### config.mk
export PLATFORM = sky130hd
export DESIGN_NAME = nco_phase
export DESIGN_NICKNAME = d
export VERILOG_FILES = /design/src/rtl/nco_phase.sv
export SDC_FILE = /design/constraint.sdc
export NUM_CORES = 1
export LEC_CHECK = 0
export ABC_AREA = 1
export CAP_MARGIN = 30
export CORE_MARGIN = 5
export CORE_UTILIZATION = 50
export DETAILED_ROUTE_END_ITERATION = 12
export PLACE_DENSITY = 0.79
export SETUP_SLACK_MARGIN = 0.4
export SYNTH_ARGS = -nofsm -noshare
export SYNTH_HDL_FRONTEND = slang
export SYNTH_SLANG_ARGS = --single-unit
### constraint.sdc
create_clock -name clk -period 4.29 [get_ports clk]
set_input_delay 0.429 -clock clk [delete_from_list [all_inputs] [get_ports clk]]
set_output_delay 0.429 -clock clk [all_outputs]
set_load 0.05 [all_outputs]
### src/rtl/nco_phase.sv
// nco_phase: phase accumulator for a numerically controlled oscillator.
// Produces a registered 8-bit sine-table address, a carry-out wrap pulse and
// a shadowed tuning word. The tuning word is applied in a phase-continuous way:
// at accumulator wrap, while idle (en=0), or on sync.
// Optional build macro: NCO_DITHER_EN adds LFSR dither to the address
// truncation. The accumulator itself is never dithered.
module nco_phase #(
  parameter int ACC_W = 32
) (
  input  logic             clk,
  input  logic             rst,
  input  logic             en,
  input  logic [ACC_W-1:0] ftw,
  input  logic             ftw_load,
  input  logic [7:0]       phase_off,
  input  logic             phase_load,
  input  logic             sync,
  output logic [7:0]       addr,
  output logic             addr_valid,
  output logic             wrap,
  output logic             ftw_pend
);

  logic [ACC_W-1:0] acc_q, acc_d;
  logic [ACC_W-1:0] active_q, active_d;
  logic [ACC_W-1:0] shadow_q, shadow_d;
  logic [7:0]       off_q, off_d;
  logic [7:0]       addr_q, addr_d;
  logic             valid_q;
  logic             wrap_q, wrap_d;
  logic             pend_q, pend_d;
  logic [ACC_W:0]   sum;
  logic             applyNow;
  logic [7:0]       accTop;

`ifdef NCO_DITHER_EN
  logic [15:0]      lfsr_q, lfsr_d;
  logic [ACC_W-9:0] dithLow;
  logic             dithCarry;

  // Dither source: Fibonacci LFSR x^16+x^14+x^13+x^11+1, stepping on enabled cycles.
  always_comb begin
    lfsr_d = lfsr_q;
    if (en) begin
      lfsr_d = {lfsr_q[14:0], lfsr_q[15] ^ lfsr_q[13] ^ lfsr_q[12] ^ lfsr_q[10]};
    end
  end

  // Dithered truncation: only the carry into the address byte matters, so the
  // lower sum bits are replaced by an overflow test (a + b >= 2^n  <=>  a > ~b).
  always_comb begin
    dithLow   = (ACC_W-8)'(lfsr_q) << (ACC_W - 24);
    dithCarry = acc_q[ACC_W-9:0] > ~dithLow;
    accTop    = acc_q[ACC_W-1 -: 8] + {7'd0, dithCarry};
  end

  // LFSR state; reseeded to 0xACE1 on reset.
  always_ff @(posedge clk or posedge rst) begin
    if (rst) begin
      lfsr_q <= 16'hACE1;
    end else begin
      lfsr_q <= lfsr_d;
    end
  end
`else
  // Plain truncation of the accumulator to its top byte.
  always_comb begin
    accTop = acc_q[ACC_W-1 -: 8];
  end
`endif

  // Next-state logic: accumulate, detect carry, and manage the shadow tuning word.
  always_comb begin
    sum      = {1'b0, acc_q} + {1'b0, active_q};
    wrap_d   = en & ~sync & sum[ACC_W];
    applyNow = pend_q & ~ftw_load & (wrap_d | ~en | sync);

    acc_d = acc_q;
    if (sync) begin
      acc_d = '0;
    end else if (en) begin
      acc_d = sum[ACC_W-1:0];
    end

    shadow_d = shadow_q;
    active_d = active_q;
    pend_d   = pend_q;
    if (ftw_load) begin
      shadow_d = ftw;
      pend_d   = 1'b1;
    end else if (applyNow) begin
      active_d = shadow_q;
      pend_d   = 1'b0;
    end

    off_d = off_q;
    if (phase_load) begin
      off_d = phase_off;
    end

    addr_d = accTop + off_q;
  end

  // State and output registers, all cleared immediately by reset.
  always_ff @(posedge clk or posedge rst) begin
    if (rst) begin
      acc_q    <= '0;
      active_q <= '0;
      shadow_q <= '0;
      off_q    <= '0;
      addr_q   <= '0;
      valid_q  <= 1'b0;
      wrap_q   <= 1'b0;
      pend_q   <= 1'b0;
    end else begin
      acc_q    <= acc_d;
      active_q <= active_d;
      shadow_q <= shadow_d;
      off_q    <= off_d;
      addr_q   <= addr_d;
      valid_q  <= en;
      wrap_q   <= wrap_d;
      pend_q   <= pend_d;
    end
  end

  assign addr       = addr_q;
  assign addr_valid = valid_q;
  assign wrap       = wrap_q;
  assign ftw_pend   = pend_q;

endmodule

* Yosys cells after proc, flatten, opt, wreduce, memory -nomap -nowiden
Cells that the tools add are included.
** Word-level totals
- Flip-flop bits (word level) :: 115
- Input port bits :: 46
- Output and inout port bits :: 11
** Cells by class
- $add $sub $neg :: 2
- Multiplexer cells :: 4
- Bitwise operators :: 9
- Reductions and logical operators :: 3
** Operator list (number)
- $mux W32 :: 2
- $add A32 B32 Y33 :: 1
- $add A8 B8 Y8 :: 1
- $and A1 B1 Y1 :: 4
- $reduce_bool A2 Y1 :: 2
- $not A1 Y1 :: 3
- $mux W1 :: 2
- $or A1 B1 Y1 :: 2
- $reduce_and A2 Y1 :: 1

* Depth between registers and ports, before layout
- Depth after elaboration :: 8
- Gate-level depth with buffers :: 16
- Gate-level depth less buffers :: 15

* Least setup slack after synthesis
Ideal clock, no wire load.
- Path type :: reg-to-reg
- Start point :: reg acc_q[0]
- End point :: reg active_q[1]
- Library setup time :: 0.117 ns
- Arrival :: 1.928 ns
- Required time :: 4.173 ns
- Setup slack :: 2.245 ns
- Stages on the path, launching flop included :: 17
- Path buffers :: 1
- Clock period less this slack :: 2.045 ns
- Cell sequence :: dfrtp_1 > ha_1 > inv_1 > fa_1 > inv_1 > nand2_1 > nand2_1 > nand3_1 > nand2_1 > nand2_1 > nand2_2 > nand2_2 > nand3_4 > nand2_4 > buf_6 > nand2_1 > nand2_1
** Between the ends
- Word-level cells in the longest chain between the ends :: 6
** RTL lines
- from (decl) :: line 24 : logic [ACC_W-1:0] acc_q, acc_d;
- from (signal assigned) :: line 107 : acc_q <= '0;
- from (signal assigned) :: line 116 : acc_q <= acc_d;
- $add A32 B32 Y33 :: line 74 : sum = {1'b0, acc_q} + {1'b0, active_q};
- $and A1 B1 Y1 :: line 75 : wrap_d = en & ~sync & sum[ACC_W];
- $or A1 B1 Y1 (2 in a row) :: line 76 : applyNow = pend_q & ~ftw_load & (wrap_d | ~en | sync);
- $and A1 B1 Y1 :: line 76
- $reduce_and A2 Y1 (no source line)
- to (signal assigned) :: line 117 : active_q <= active_d;
- to (decl) :: line 25 : logic [ACC_W-1:0] active_q, active_d;
Every way passes these cells.
A chain may end at the register's enable or synchronous reset.

* Worst setup path in the final report
- Start point :: reg acc_q[0]
- End point :: reg active_q[7]
Same word-level chain as after synthesis.

==> impl_metrics.py <==
metrics = {
    "timing": {
        "drv_slew": 0,
        "post-route-period-util_pct": 63.7,
        "clock_skew_ps": 6.68,
        "fmax_ghz": 0.366,
        "tns_ps": 0,
        "maxSlewHeadroom_pct": 38.9,
        "fin_ws_ps": 1560,
        "fin_crit_ps": 2730,
        "worstMarginPinSlew_ps": 916,
        "setup_viol": 0,
        "hold_ws_ps": 472,
        "hold_viol": 0,
        "rsz0062_at_grt": "no",
    },
    "clocking": {
        "post_cts_buffers": 0,
        "clkLatencyLatePin_ps": 420,
        "ctsResizeCount": 0,
        "cts-hold-fix-buffers": 0,
        "clkTransAtPathRegs_ps": 60,
        "clock_path_buffers": 2,
        "clock-root-buffer": "clkbuf_16",
        "cts_buffers": 17,
        "clock-sinks": 115,
        "tritoncts": "yes",
        "cts_htree_levels": 4,
    },
    "finish": {
        "final_layout_size_suffix_gt1_share_pct": 5.14,
        "final-instance-count-excl-fill": 1250,
        "n_fill_cell": 1266,
        "num_antenna_cells": 0,
        "final_core_util_pct": 60.0,
        "nNetsFinal": 1144,
        "area_growth_pct": 19.1,
    },
    "worst_setup_path": {
        "r2r_slack_ps": 1560,
        "reg2regPathDepth": 15,
        "reg2reg_to": "active_q[7]",
        "crit_type": "flop to flop",
        "crit_required_ps": 4590,
        "cp-start-kind": "flop",
        "cp-end-kind": "flop",
        "path_max_fanout": 34,
        "timing.rr.start": "acc_q[0]",
        "cp.arrival_ps": 3030,
    },
    "synthesis": {
        "synth_cell_types": 31,
        "yosys.area.top_type": "dfrtp_1",
        "synth_seq_cells": 115,
        "syn-num-nets": 1086,
        "syn-cell-area_mm2": 0.00695,
        "syn_inst": 999,
        "synth.top_cells.by_count": "nand2_1 (466), inv_1 (140), dfrtp_1 (115)",
        "syn_area_per_cell_um2": 6.95,
        "synth_edf_count": 0,
        "yosys_warnings": 0,
        "synthFlopType": "dfrtp_1",
        "yosysMostFrequentCell": "nand2_1",
        "synth_seq_area_share_pct": 41.4,
        "synth_top_area_share_pct": 41.4,
        "synthTopCellsByArea": "dfrtp_1 (41%), nand2_1 (25%), inv_1 (7.6%), ha_1 (7.0%), nand3_1 (4.8%)",
        "async_flop_share_pct": 100,
    },
    "floorplan": {
        "fp-row-count": 43,
        "fp.dieArea_mm2": 0.0163,
        "die-height_um": 128,
        "io_pins": 57,
        "core_area_mm2": 0.0138,
        "initial_core_util_pct": 50.4,
        "die_width_um": 128,
    },
    "power_and_ir_drop": {
        "ir_drop_uv": 341,
        "cellLeakagePower_nw": 4.72,
        "power.density_mw_per_mm2": 471,
    },
    "placement": {
        "dp_hpwl_um": 11800,
        "dpl_worst_slack_ps": 1610,
        "port_buffers": 56,
        "gp_congestion": 0.939,
        "dp.cells": 1218,
    },
    "job": {
        "max-cap-violations": 0,
    },
    "global_route": {
        "grt.total_usage_pct": 21.1,
        "grt_max_degree": 70,
        "antenna_found_initial": 0,
        "grt_pass1_wl_um": 27900,
        "grt.overflow.total": 0,
        "grt_pass1_vias": 6015,
    },
    "routing": {
        "viasPerCell": 4.92,
        "vias": 6151,
        "post_drt_wl_per_cell_um": 12.7,
        "ant_nets": 0,
        "drtPass1Iterations": 5,
        "drtIter0Drc": 342,
        "drc": 0,
        "wirelength_um": 15800,
    },
    "min_path": {
        "hold_depth": 2,
        "hold_class": "flop to flop",
        "min_from": "shadow_q[7]",
        "min_to": "shadow_q[7]",
    },
    "status": {
        "status": "complete, no violations",
    },
}
[per-layer routing]
layer,routed length (um),global-route usage [%],part of all wire (%)
met3,780,3.58,4.9
met1,7650,29.5,48
met4,224,6.80,1.4
met2,7190,33.5,45
met5,0,0,0
[critical path: stages (launching register included)]
cell and delay [ps]:
dfrtp_1 380, ha_1 260, inv_1 80, fa_1 380
inv_1 120, nand2_1 80, nand2_1 90, nand3_1 80
nand2_1 100, nand2_1 70, nand2_2 100, nand2_2 80
nand3_4 280, nand2_4 290, nand2_1 150, nand2_1 70
[cells by family after synthesis]
family / after synthesis / synth area share (%)
AOI/OAI and AO/OA: 61 / 4.77
DFF: 115 / 41.4
adders and majority gates: 41 / 7.60
and+or+nand+nor: 605 / 34.9
muxes: 7 / 1.13
xor gates and xnor gates: 7 / 0.883
buffers and inverters: 163 / 9.30
[where the power goes]
group / leakage [nW] / internal, mW / switching [mW] / total [mW]
registers: 1.45 / 1.26 / 0.122 / 1.38
clock network: 0.290 / 0.916 / 0.527 / 1.44
logic: 2.98 / 0.382 / 0.689 / 1.07
[flip-flops by register name (all words and copies together) (netlist names)]
name / flops
acc_q: 32
wrap: 1
ftw_pend: 1
shadow_q: 32
off_q: 8
active_q: 32
addr: 8
addr_valid: 1
[cell type report]
cell class | count | area, um2 | share of cell area (%)
Multi-Input combinational cell | 721 | 3430 | 41.4
Sequential cell | 115 | 2880 | 34.8
Timing Repair Buffer | 62 | 606 | 7.32
Inverter | 140 | 528 | 6.39
Clock buffer | 17 | 425 | 5.14
Tap cell | 180 | 225 | 2.72
Clock inverter | 15 | 180 | 2.18
[worst max-delay path by stage]
stage / startpoint / endpoint / slack, ps / depth (start not counted)
after global placement: en / active_q[4] / 1710 / 7
after detailed placement: en / active_q[5] / 1610 / 7
after global routing: acc_q[0] / active_q[12] / 1230 / 15
after floorplan: rst / acc_q[0] / 820 / 1
after CTS: acc_q[0] / active_q[7] / 1560 / 15
final: acc_q[0] / active_q[7] / 1560 / 15
[cells in the final DEF, fill, tap and decap left out, drive strengths merged]
| cell type | count |
|---|---|
| o211ai | 1 |
| xnor2 | 2 |
| a32o | 2 |
| nor2 | 55 |
| bufinv | 3 |
| ha | 39 |
| nand3 | 67 |
| xor2 | 5 |
| a21o | 1 |
| clkdlybuf4s50 | 56 |
| clkbuf | 17 |
| fa | 2 |
| buf | 6 |
| a22o | 1 |
| and2 | 3 |
| mux2 | 7 |
| and3 | 3 |
| a31oi | 1 |
| a21oi | 32 |
| inv | 143 |
| nand3b | 4 |
| nand2 | 469 |
| clkinvlp | 3 |
| or2 | 1 |
| o21bai | 1 |
| nand4 | 3 |
| o21ai | 22 |
| clkinv | 6 |
| dfrtp | 115 |
[through the flow]
stage | power, mW | area, um2
3_5_place_dp | 2.45 | 7660
3_3_place_gp | 2.42 | 7660
2_1_floorplan | 2.13 | 6950
5_1_grt | 4.13 | 8270
4_1_cts | 3.91 | 8270
6_report | 3.89 | 8270
(Power assumes the default switching activity.)
